==> src/rtl/tof_echo_timer.sv <==
// Echo-side timer: stamps each start pulse, pairs it in FIFO order with the next echo, and
// streams the round-trip delay (or a timeout record) out through a 2-deep result FIFO.
module tof_echo_timer #(
    parameter int MAX_DELAY = 256,
    parameter int SLOTS     = 8
) (
    input  logic                         clk,
    input  logic                         rst,
    input  logic                         clk_en,
    input  logic                         start_pulse,
    input  logic                         echo_pulse,
    output logic                         meas_valid,
    input  logic                         meas_ready,
    output logic [$clog2(MAX_DELAY)-1:0] meas_delay,
    output logic                         meas_timeout,
    output logic [$clog2(SLOTS+1)-1:0]   pending_o,
    output logic                         start_drop,
    output logic                         stray_echo,
    output logic                         meas_drop
);

    localparam int WDL = $clog2(MAX_DELAY);
    localparam int AW  = WDL + 1;
    localparam int PW  = $clog2(SLOTS);
    localparam int CW  = $clog2(SLOTS + 1);

    logic [PW-1:0]  rd_q, rd_d, wr_q, wr_d;
    logic [CW-1:0]  cnt_q, cnt_d;
    logic [AW-1:0]  age_q [SLOTS];
    logic [AW-1:0]  age_d [SLOTS];
    logic [AW-1:0]  head_age;
    logic [PW-1:0]  idx;
    logic           echo_hit, tmo, retire, accept;
    logic [WDL:0]   res_new;
    logic [WDL:0]   res_q [2];
    logic           rptr_q, rptr_d, wptr_q, wptr_d;
    logic [1:0]     rcnt_q, rcnt_d;
    logic           pop, push_ok;
    logic           sd_q, sd_d, se_q, se_d, md_q, md_d;

    function automatic logic [WDL-1:0] age_to_delay(input logic [AW-1:0] age);
        logic [AW-1:0] d;
        d = age - AW'(1);
        return d[WDL-1:0];
    endfunction

    always_comb begin
        rd_d    = rd_q;
        wr_d    = wr_q;
        cnt_d   = cnt_q;
        age_d   = age_q;
        idx     = '0;
        rptr_d  = rptr_q;
        wptr_d  = wptr_q;
        rcnt_d  = rcnt_q;

        // Age seen this cycle already includes this cycle's increment.
        head_age = age_q[rd_q] + AW'(1);
        echo_hit = echo_pulse && (cnt_q != '0);
        tmo      = !echo_pulse && (cnt_q != '0) && (head_age == AW'(MAX_DELAY));
        retire   = echo_hit || tmo;
        accept   = start_pulse && ((cnt_q != CW'(SLOTS)) || retire);

        res_new  = tmo ? {1'b1, {WDL{1'b1}}} : {1'b0, age_to_delay(head_age)};

        pop      = meas_valid && meas_ready;
        push_ok  = retire && ((rcnt_q != 2'd2) || pop);

        sd_d     = start_pulse && !accept;
        se_d     = echo_pulse && (cnt_q == '0);
        md_d     = retire && !push_ok;

        for (int i = 0; i < SLOTS; i++) begin
            idx = PW'(i) - rd_q;
            if (CW'(idx) < cnt_q) begin
                age_d[i] = age_q[i] + AW'(1);
            end
        end
        // When full and retiring, the new start reuses the slot just vacated.
        if (accept) begin
            age_d[wr_q] = '0;
        end

        rd_d   = rd_q + PW'(retire);
        wr_d   = wr_q + PW'(accept);
        cnt_d  = cnt_q + CW'(accept) - CW'(retire);
        rptr_d = rptr_q ^ pop;
        wptr_d = wptr_q ^ push_ok;
        rcnt_d = rcnt_q + 2'(push_ok) - 2'(pop);
    end

    always_ff @(posedge clk) begin
        if (rst) begin
            rd_q   <= '0;
            wr_q   <= '0;
            cnt_q  <= '0;
            for (int i = 0; i < SLOTS; i++) begin
                age_q[i] <= '0;
            end
            rptr_q <= 1'b0;
            wptr_q <= 1'b0;
            rcnt_q <= '0;
            sd_q   <= 1'b0;
            se_q   <= 1'b0;
            md_q   <= 1'b0;
        end else begin
            if (clk_en) begin
                rd_q   <= rd_d;
                wr_q   <= wr_d;
                cnt_q  <= cnt_d;
                age_q  <= age_d;
                rptr_q <= rptr_d;
                wptr_q <= wptr_d;
                rcnt_q <= rcnt_d;
            end
            sd_q <= clk_en && sd_d;
            se_q <= clk_en && se_d;
            md_q <= clk_en && md_d;
        end
    end

    always_ff @(posedge clk) begin
        if (clk_en && push_ok) begin
            res_q[wptr_q] <= res_new;
        end
    end

    assign meas_valid   = (rcnt_q != '0);
    assign meas_delay   = meas_valid ? res_q[rptr_q][WDL-1:0] : '0;
    assign meas_timeout = meas_valid ? res_q[rptr_q][WDL] : 1'b0;
    assign pending_o    = cnt_q;
    assign start_drop   = sd_q;
    assign stray_echo   = se_q;
    assign meas_drop    = md_q;

endmodule

==> config.mk <==
export PLATFORM = sky130hd
export DESIGN_NAME = tof_echo_timer
export DESIGN_NICKNAME = d
export VERILOG_FILES = /design/src/rtl/tof_echo_timer.sv
export SDC_FILE = /design/constraint.sdc
export NUM_CORES = 1
export LEC_CHECK = 0
export CORE_MARGIN = 10
export CORE_UTILIZATION = 50
export DETAILED_ROUTE_END_ITERATION = 16
export PLACE_DENSITY = 0.72
export SLEW_MARGIN = 20
export SYNTH_ARGS = -nofsm -noshare
export SYNTH_HDL_FRONTEND = slang
export SYNTH_SLANG_ARGS = --single-unit
==> constraint.sdc <==
create_clock -name clk -period 8.5 [get_ports clk]
set_clock_uncertainty 0.2 [all_clocks]
set_input_delay 1.7 -clock clk [delete_from_list [all_inputs] [get_ports clk]]
set_output_delay 1.7 -clock clk [all_outputs]
set_load 0.02 [all_outputs]
==> results of run 1 <==
synth_stat cells, types with 2 or more instances:
cell and count:
dfxtp_1 90, a211oi_1 3, and3_1 10, mux2_2 2, o21a_1 5, buf_6 2
and4_1 8, inv_1 25, clkbuf_1 17, nand4_1 20, nor2_1 58, buf_4 2
nor3b_1 2, a22o_1 2, o21ai_0 7, nor3_2 6, edfxtp_1 18, mux4_2 11
a211o_1 2, a21o_1 3, ha_1 34, nand2_1 66, nand2b_1 13, nor2b_1 12
nor3_1 61, or2_2 2, buf_2 2, o2bb2ai_1 8, xnor2_1 38, and2_1 6
a22oi_1 2, mux2i_1 42, nand3_1 21, a21oi_1 21, xor2_1 42
cells by family (layout without fill, tap and decap cells):
kind of cell | count (synthesis) | count (layout) | share of synthesized area
simple gates | 292 | 292 | 0.235
fa+ha+maj | 35 | 35 | 0.0701
buf+inv | 51 | 67 | 0.0340
xor+xnor | 80 | 80 | 0.110
compound gates | 63 | 63 | 0.0738
flops | 108 | 108 | 0.368
mux | 55 | 55 | 0.109
worst max-delay path by stage:
| stage | from | to | slack [ps] | cells after the start |
|---|---|---|---|---|
| after global placement | rd_q[0] | pending_o[2] | 3270 | 17 |
| after global routing | rd_q[0] | pending_o[2] | 2410 | 17 |
| after floorplan | rd_q[0] | pending_o[2] | 3950 | 18 |
| after detailed placement | rd_q[0] | pending_o[2] | 2960 | 17 |
| final | rd_q[0] | pending_o[2] | 2960 | 17 |
| after CTS | rd_q[0] | pending_o[2] | 2930 | 17 |
flip-flops by register name (all words and copies together) (netlist names), named ones only:
signal and count:
age_q 72, meas_drop 1, pending_o 4, rcnt_q 2, rd_q 3, res_q 18, rptr_q 1, start_drop 1
stray_echo 1, wptr_q 1, wr_q 3
area by class of cell:
class,count,area [um^2]
flip-flops and latches,108,2340
multi-input cells,525,3810
inverters,27,101
clock buffers,11,254
repair buffers,25,238
well taps,172,215
fillers,1134,5510
clock inverters,4,47.5
per-layer routing:
layer	vias up	track usage	share of wire
li1	2433	-	-
met1	2361	0.209	0.44
met2	138	0.269	0.47
met3	23	0.0481	0.064
met4	0	0.0550	0.019
met5	-	0	0
power breakdown:
group          total (uW)  internal (uW)  switching [uW]  leakage (uW)
Combinational         311            133             178       0.00149
Clock                 427            244             184      0.000147
Sequential            606            556            49.6      0.000889
worst max-delay path: cells and delay by family (launching register included):
family                     cells  cell delay (ps)
AOI/OAI and AO/OA              4             1250
adders and majority gates      3              840
and+or+nand+nor                3              510
buffers and inverters          3              280
xor gates and xnor gates       1              140
DFF                            1              950
muxes                          3             1200
per-stage QoR:
step / hold slack, ps / util / setup WS [ps] / power, uW
floorplan: 283 / - / 3950 / 836
global placement: 301 / 0.535 / 3270 / 915
detailed placement: 311 / 0.535 / 2960 / 927
CTS: 325 / 0.559 / 2930 / 1350
global route: 365 / 0.560 / 2410 / 1420
finish: 327 / 0.560 / 2960 / 1340
==> results_dict.tcl, run 1 <==
set metrics [dict create \
    status "finished, final reports clean" \
    netlist_area_mm2 0.00636 \
    crit_fanout 22 \
    holdPathStages 2 \
    avgRoutedWirePerCell_um 16.6 \
    holdBufCountCts 0 \
    place_hpwl_mm 10.7 \
    r2r-end "pending_o[2]" \
    antenna_found_initial 0 \
    cp-start-kind "flip-flop" \
    drt-total-wl_mm 14.5 \
    synth_top_cell_by_area "dfxtp_1" \
    yosysSeqAreaShare 0.368 \
    rsz0062_at_grt "false" \
    num-nets-final 737 \
    vias_per_cell 5.68 \
    cts_sinks 108 \
    syn_nets 725 \
    fmax_mhz 180 \
    finalSetupTns_ps 0 \
    drv_slew 0 \
    cp-end-kind "flip-flop" \
    yosysTopAreaCellShare 0.283 \
    worstSetupPathType "flip-flop to flip-flop" \
    clk_path_buf_depth 2 \
    clkLatencyLatePin_ps 350 \
    ys_warn_count 0 \
    drive_gt1_frac 0.0714 \
    die_w_um 133 \
    first_iter_violations 345 \
    grt_pass1_wl_mm 24.3 \
    drc_errors 0 \
    final_cell_mix "dfxtp_1 (90), nand2_1 (66), nor3_1 (60)" \
    cts_made_buffers 9 \
    num_io_pins 23 \
    finalCriticalPeriod_ps 5540 \
    path_cells "mux4_2 -> mux2i_1 -> inv_1 -> ha_1 -> inv_1 -> nor2_1 -> a211o_1 -> a2111oi_4 -> a21oi_2 -> or2_2 -> o21ai_0 -> ha_1 -> inv_1 -> fa_1 -> xnor2_1 -> mux2i_1 -> nor2_1" \
    grt_pass1_vias 4752 \
    final_common_cell "dfxtp_1" \
    hold_violations 0 \
    place_area_mm2 0.00670 \
    drtAntennaViolNets 0 \
    drt_pre_antenna_iters 5 \
    crit_path_frequent_cell "inv_1" \
    setup_viol 0 \
    synth_edf_count 18 \
    gp_congestion 0.940 \
    p_leak_uw 0.00252 \
    slew_headroom 0.358 \
    dp.cells 857 \
    numPortBuffers 22 \
    synthArstFlopShare 0 \
    synth_seq_cells 108 \
    required_ps 8510 \
    crit-reg2reg-launch "rd_q[0]" \
    path_clk_slew_ps 70 \
    cp_data_arrival_time_ps 5550 \
    final_area_mm2 0.00701 \
    cts_tree "built" \
    area_delta_synth_final_pct 10.2 \
    crit_slowest_cell "dfxtp_1" \
    num_rows 41 \
    period_share 0.652 \
    synthCells 684 \
    die_h_um 133 \
    grt.overflow.total 0 \
    ys_types 56 \
    r2r_setup_slack_ps 2960 \
    reg2reg_depth 17 \
    syn-mean-instance-area_um2 9.29 \
    core_mm2 0.0125 \
    grt.total_usage 0.167 \
    via_count 4955 \
    cts_setup_buffers 0 \
    cts_resized 0 \
    start_util 0.508 \
    ctsRootBufferMaster "clkbuf_16" \
    hp-class "flip-flop to flip-flop" \
    synth_flop_cell "dfxtp_1" \
    final_cells 872 \
    slowest_delay_ps 950 \
    ys_top_cells_by_area "dfxtp_1 (28%), edfxtp_1 (8.5%), ha_1 (6.7%), mux2i_1 (6.6%), xor2_1 (5.8%)" \
    powerDensity_mw_per_mm2 192 \
    peakVddDrop_uv 114 \
    grt_max_degree 80 \
    htreeDepth 3 \
    dieArea_mm2 0.0176 \
    worst_pin_slew_ps 962 \
    n_antenna_cell 0 \
    cap_viol_max_count 0 \
    min_from "rptr_q" \
]
Note: power is estimated with default switching activity, not from simulation.
==> run 2: changes to the inputs <==
Settings changed: PLACE_DENSITY 0.72 to 0.75.
Clock period 8.5 ns to 4.87 ns, I/O delays scaled along.
==> run 2 against run 1 <==
Compared with the run above:
- via count increased by 2.3%
- cell count up 1.4%
- non-clock buffer count increased by 11
- hold slack improved by 11 ps
- die area stayed put
- first-iteration DRC count increased by 38%
- largest cell class unchanged
==> results_dict.tcl, run 2 (synthesis results as in run 1) <==
set metrics [dict create \
    status "finished, final reports clean" \
    crit_slowest_cell "mux4_2" \
    cp.depth 15 \
    core_mm2 0.0125 \
    grt_pass1_vias 4947 \
    power_switching_uw 741 \
    cp-end-kind "flip-flop" \
    combPwrFrac 0.246 \
    r2r-end "pending_o[2]" \
    drtAntennaViolNets 0 \
    dieArea_mm2 0.0176 \
    die_h_um 133 \
    place_hpwl_mm 11.2 \
    worst_pin_slew_ps 975 \
    switching_share 0.314 \
    cp_data_arrival_time_ps 4540 \
    drive_gt1_frac 0.0857 \
    regMostFlops "age_q" \
    grt.total_usage 0.174 \
    cp-start-kind "flip-flop" \
    num_rows 41 \
    path_delay_family "multiplexers" \
    cts_setup_buffers 0 \
    holdBufCountCts 0 \
    p_leak_uw 0.00258 \
    hold_violations 0 \
    antenna_found_initial 0 \
    clkPwrFrac 0.312 \
    finalSetupTns_ps 0 \
    worstSetupPathType "flip-flop to flip-flop" \
    num_io_pins 23 \
    path_clk_slew_ps 70 \
    fmax_mhz 222 \
    grt_pass1_wl_mm 25.3 \
    powerDensity_mw_per_mm2 333 \
    die_w_um 133 \
    first_iter_violations 477 \
    clkLatencyLatePin_ps 360 \
    grt.overflow.total 0 \
    r2r_setup_slack_ps 360 \
    path_cells "buf_4 -> mux4_2 -> mux2i_1 -> nor2_1 -> a211o_1 -> a2111oi_4 -> a21oi_2 -> or2_2 -> o21ai_0 -> ha_1 -> inv_1 -> fa_1 -> xnor2_1 -> mux2i_1 -> nor2_1" \
    dp.cells 868 \
    slowest_delay_ps 550 \
    crit_fanout 12 \
    largest_reg_flops 72 \
    vias_per_cell 5.73 \
    numPortBuffers 22 \
    setup_viol 0 \
    gp_congestion 0.926 \
    start_util 0.508 \
    ctsRootBufferMaster "clkbuf_16" \
    finalCriticalPeriod_ps 4510 \
    cts_tree "built" \
    num-nets-final 748 \
    seqPwrFrac 0.442 \
    final_cell_mix "dfxtp_1 (89), nand2_1 (66), nor3_1 (61)" \
    final_cells 884 \
    final_common_cell "dfxtp_1" \
    slew_headroom 0.348 \
    drt_pre_antenna_iters 6 \
    required_ps 4900 \
    intPower_uw 1620 \
    crit_start "rd_q[0]" \
    clk_path_buf_depth 2 \
    cts_made_buffers 9 \
    period_share 0.925 \
    crit-reg2reg-launch "rd_q[0]" \
    rsz0062_at_grt "false" \
    peakVddDrop_uv 160 \
    reg2reg_depth 15 \
    n_antenna_cell 0 \
    nFillCells 1117 \
    crit_end "pending_o[2]" \
    cts_sinks 108 \
    drc_errors 0 \
    hp-class "flip-flop to flip-flop" \
    cap_viol_max_count 0 \
    grt_max_degree 47 \
    area_delta_synth_final_pct 11.4 \
    avgRoutedWirePerCell_um 17.1 \
    via_count 5067 \
    drv_slew 0 \
    path_buf_inv 2 \
    htreeDepth 3 \
    drt-total-wl_mm 15.1 \
]
[run 2: cell types whose count changed in the layout (fill, tap and decap cells not counted)]
cell	change
buf_4	+11
nor3b_1	+1
clkbuf_16	-1
dfxtp_2	+1
nor3_2	-1
clkinv_2	-2
clkinv_4	+1
dfxtp_1	-1
bufinv_16	-1
nor3b_2	-1
nor3_1	+1
clkbuf_8	+4
[run 2: how the worst min path moves through the flow]
stage          startpoint        end  slack, ps  depth (start not counted)
2_1_floorplan   age_q[19]  age_q[19]        280                          2
5_1_grt         age_q[19]  age_q[19]        370                          2
4_1_cts         age_q[55]  age_q[55]        330                          2
3_5_place_dp     age_q[8]   age_q[8]        320                          2
6_report         age_q[8]   age_q[8]        340                          2
3_3_place_gp       rptr_q     rptr_q        300                          2
[run 2: timing repair]
item,4_1_cts,5_1_grt
hold endpoints to repair,0,0
gates resized for setup,0,1
setup endpoints to repair,0,1
[run 2: area by class of cell]
class                      count  area, um^2  area share
clock inverter                 2        16.3     0.00230
multi-input combinational    525        3800       0.537
tap                          172         215      0.0304
timing repair buffer          36         320      0.0452
clock buffer                  14         284      0.0401
sequential                   108        2340       0.331
inverter                      27         101      0.0143
[run 2: power groups by stage]
stage | clock [uW] | combinational, uW | sequential (uW)
6_report | 737 | 580 | 1040
5_1_grt | 787 | 650 | 1050
4_1_cts | 750 | 581 | 1040
3_5_place_dp | 0 | 576 | 1060
3_3_place_gp | 0 | 558 | 1060
2_1_floorplan | 0 | 415 | 1040
[run 2: worst register-to-register path, cell delays in order, from the launching register on]
cell and delay, ps:
dfxtp_1 420, buf_4 240, mux4_2 550, mux2i_1 400
nor2_1 190, a211o_1 340, a2111oi_4 420, a21oi_2 210
or2_2 340, o21ai_0 100, ha_1 210, inv_1 60
fa_1 380, xnor2_1 140, mux2i_1 130, nor2_1 50
[run 2: metal layers]
layer / share of wire / global-route usage / routed length, um
met5: 0 / 0 / 0
met1: 0.44 / 0.215 / 6690
met3: 0.052 / 0.0307 / 782
met4: 0.031 / 0.0856 / 468
met2: 0.48 / 0.288 / 7190
[run 2: stage by stage]
step / setup WS (ps) / cell area, um^2 / util / power [uW] / hold WS [ps]
after global placement: 552 / 6780 / 0.541 / 1620 / 304
after global routing: 46.4 / 7080 / 0.566 / 2490 / 373
after detailed placement: 348 / 6780 / 0.541 / 1640 / 316
after CTS: 313 / 7080 / 0.565 / 2370 / 331
after floorplan: 319 / 6360 / - / 1460 / 283
final: 364 / 7080 / 0.566 / 2360 / 339
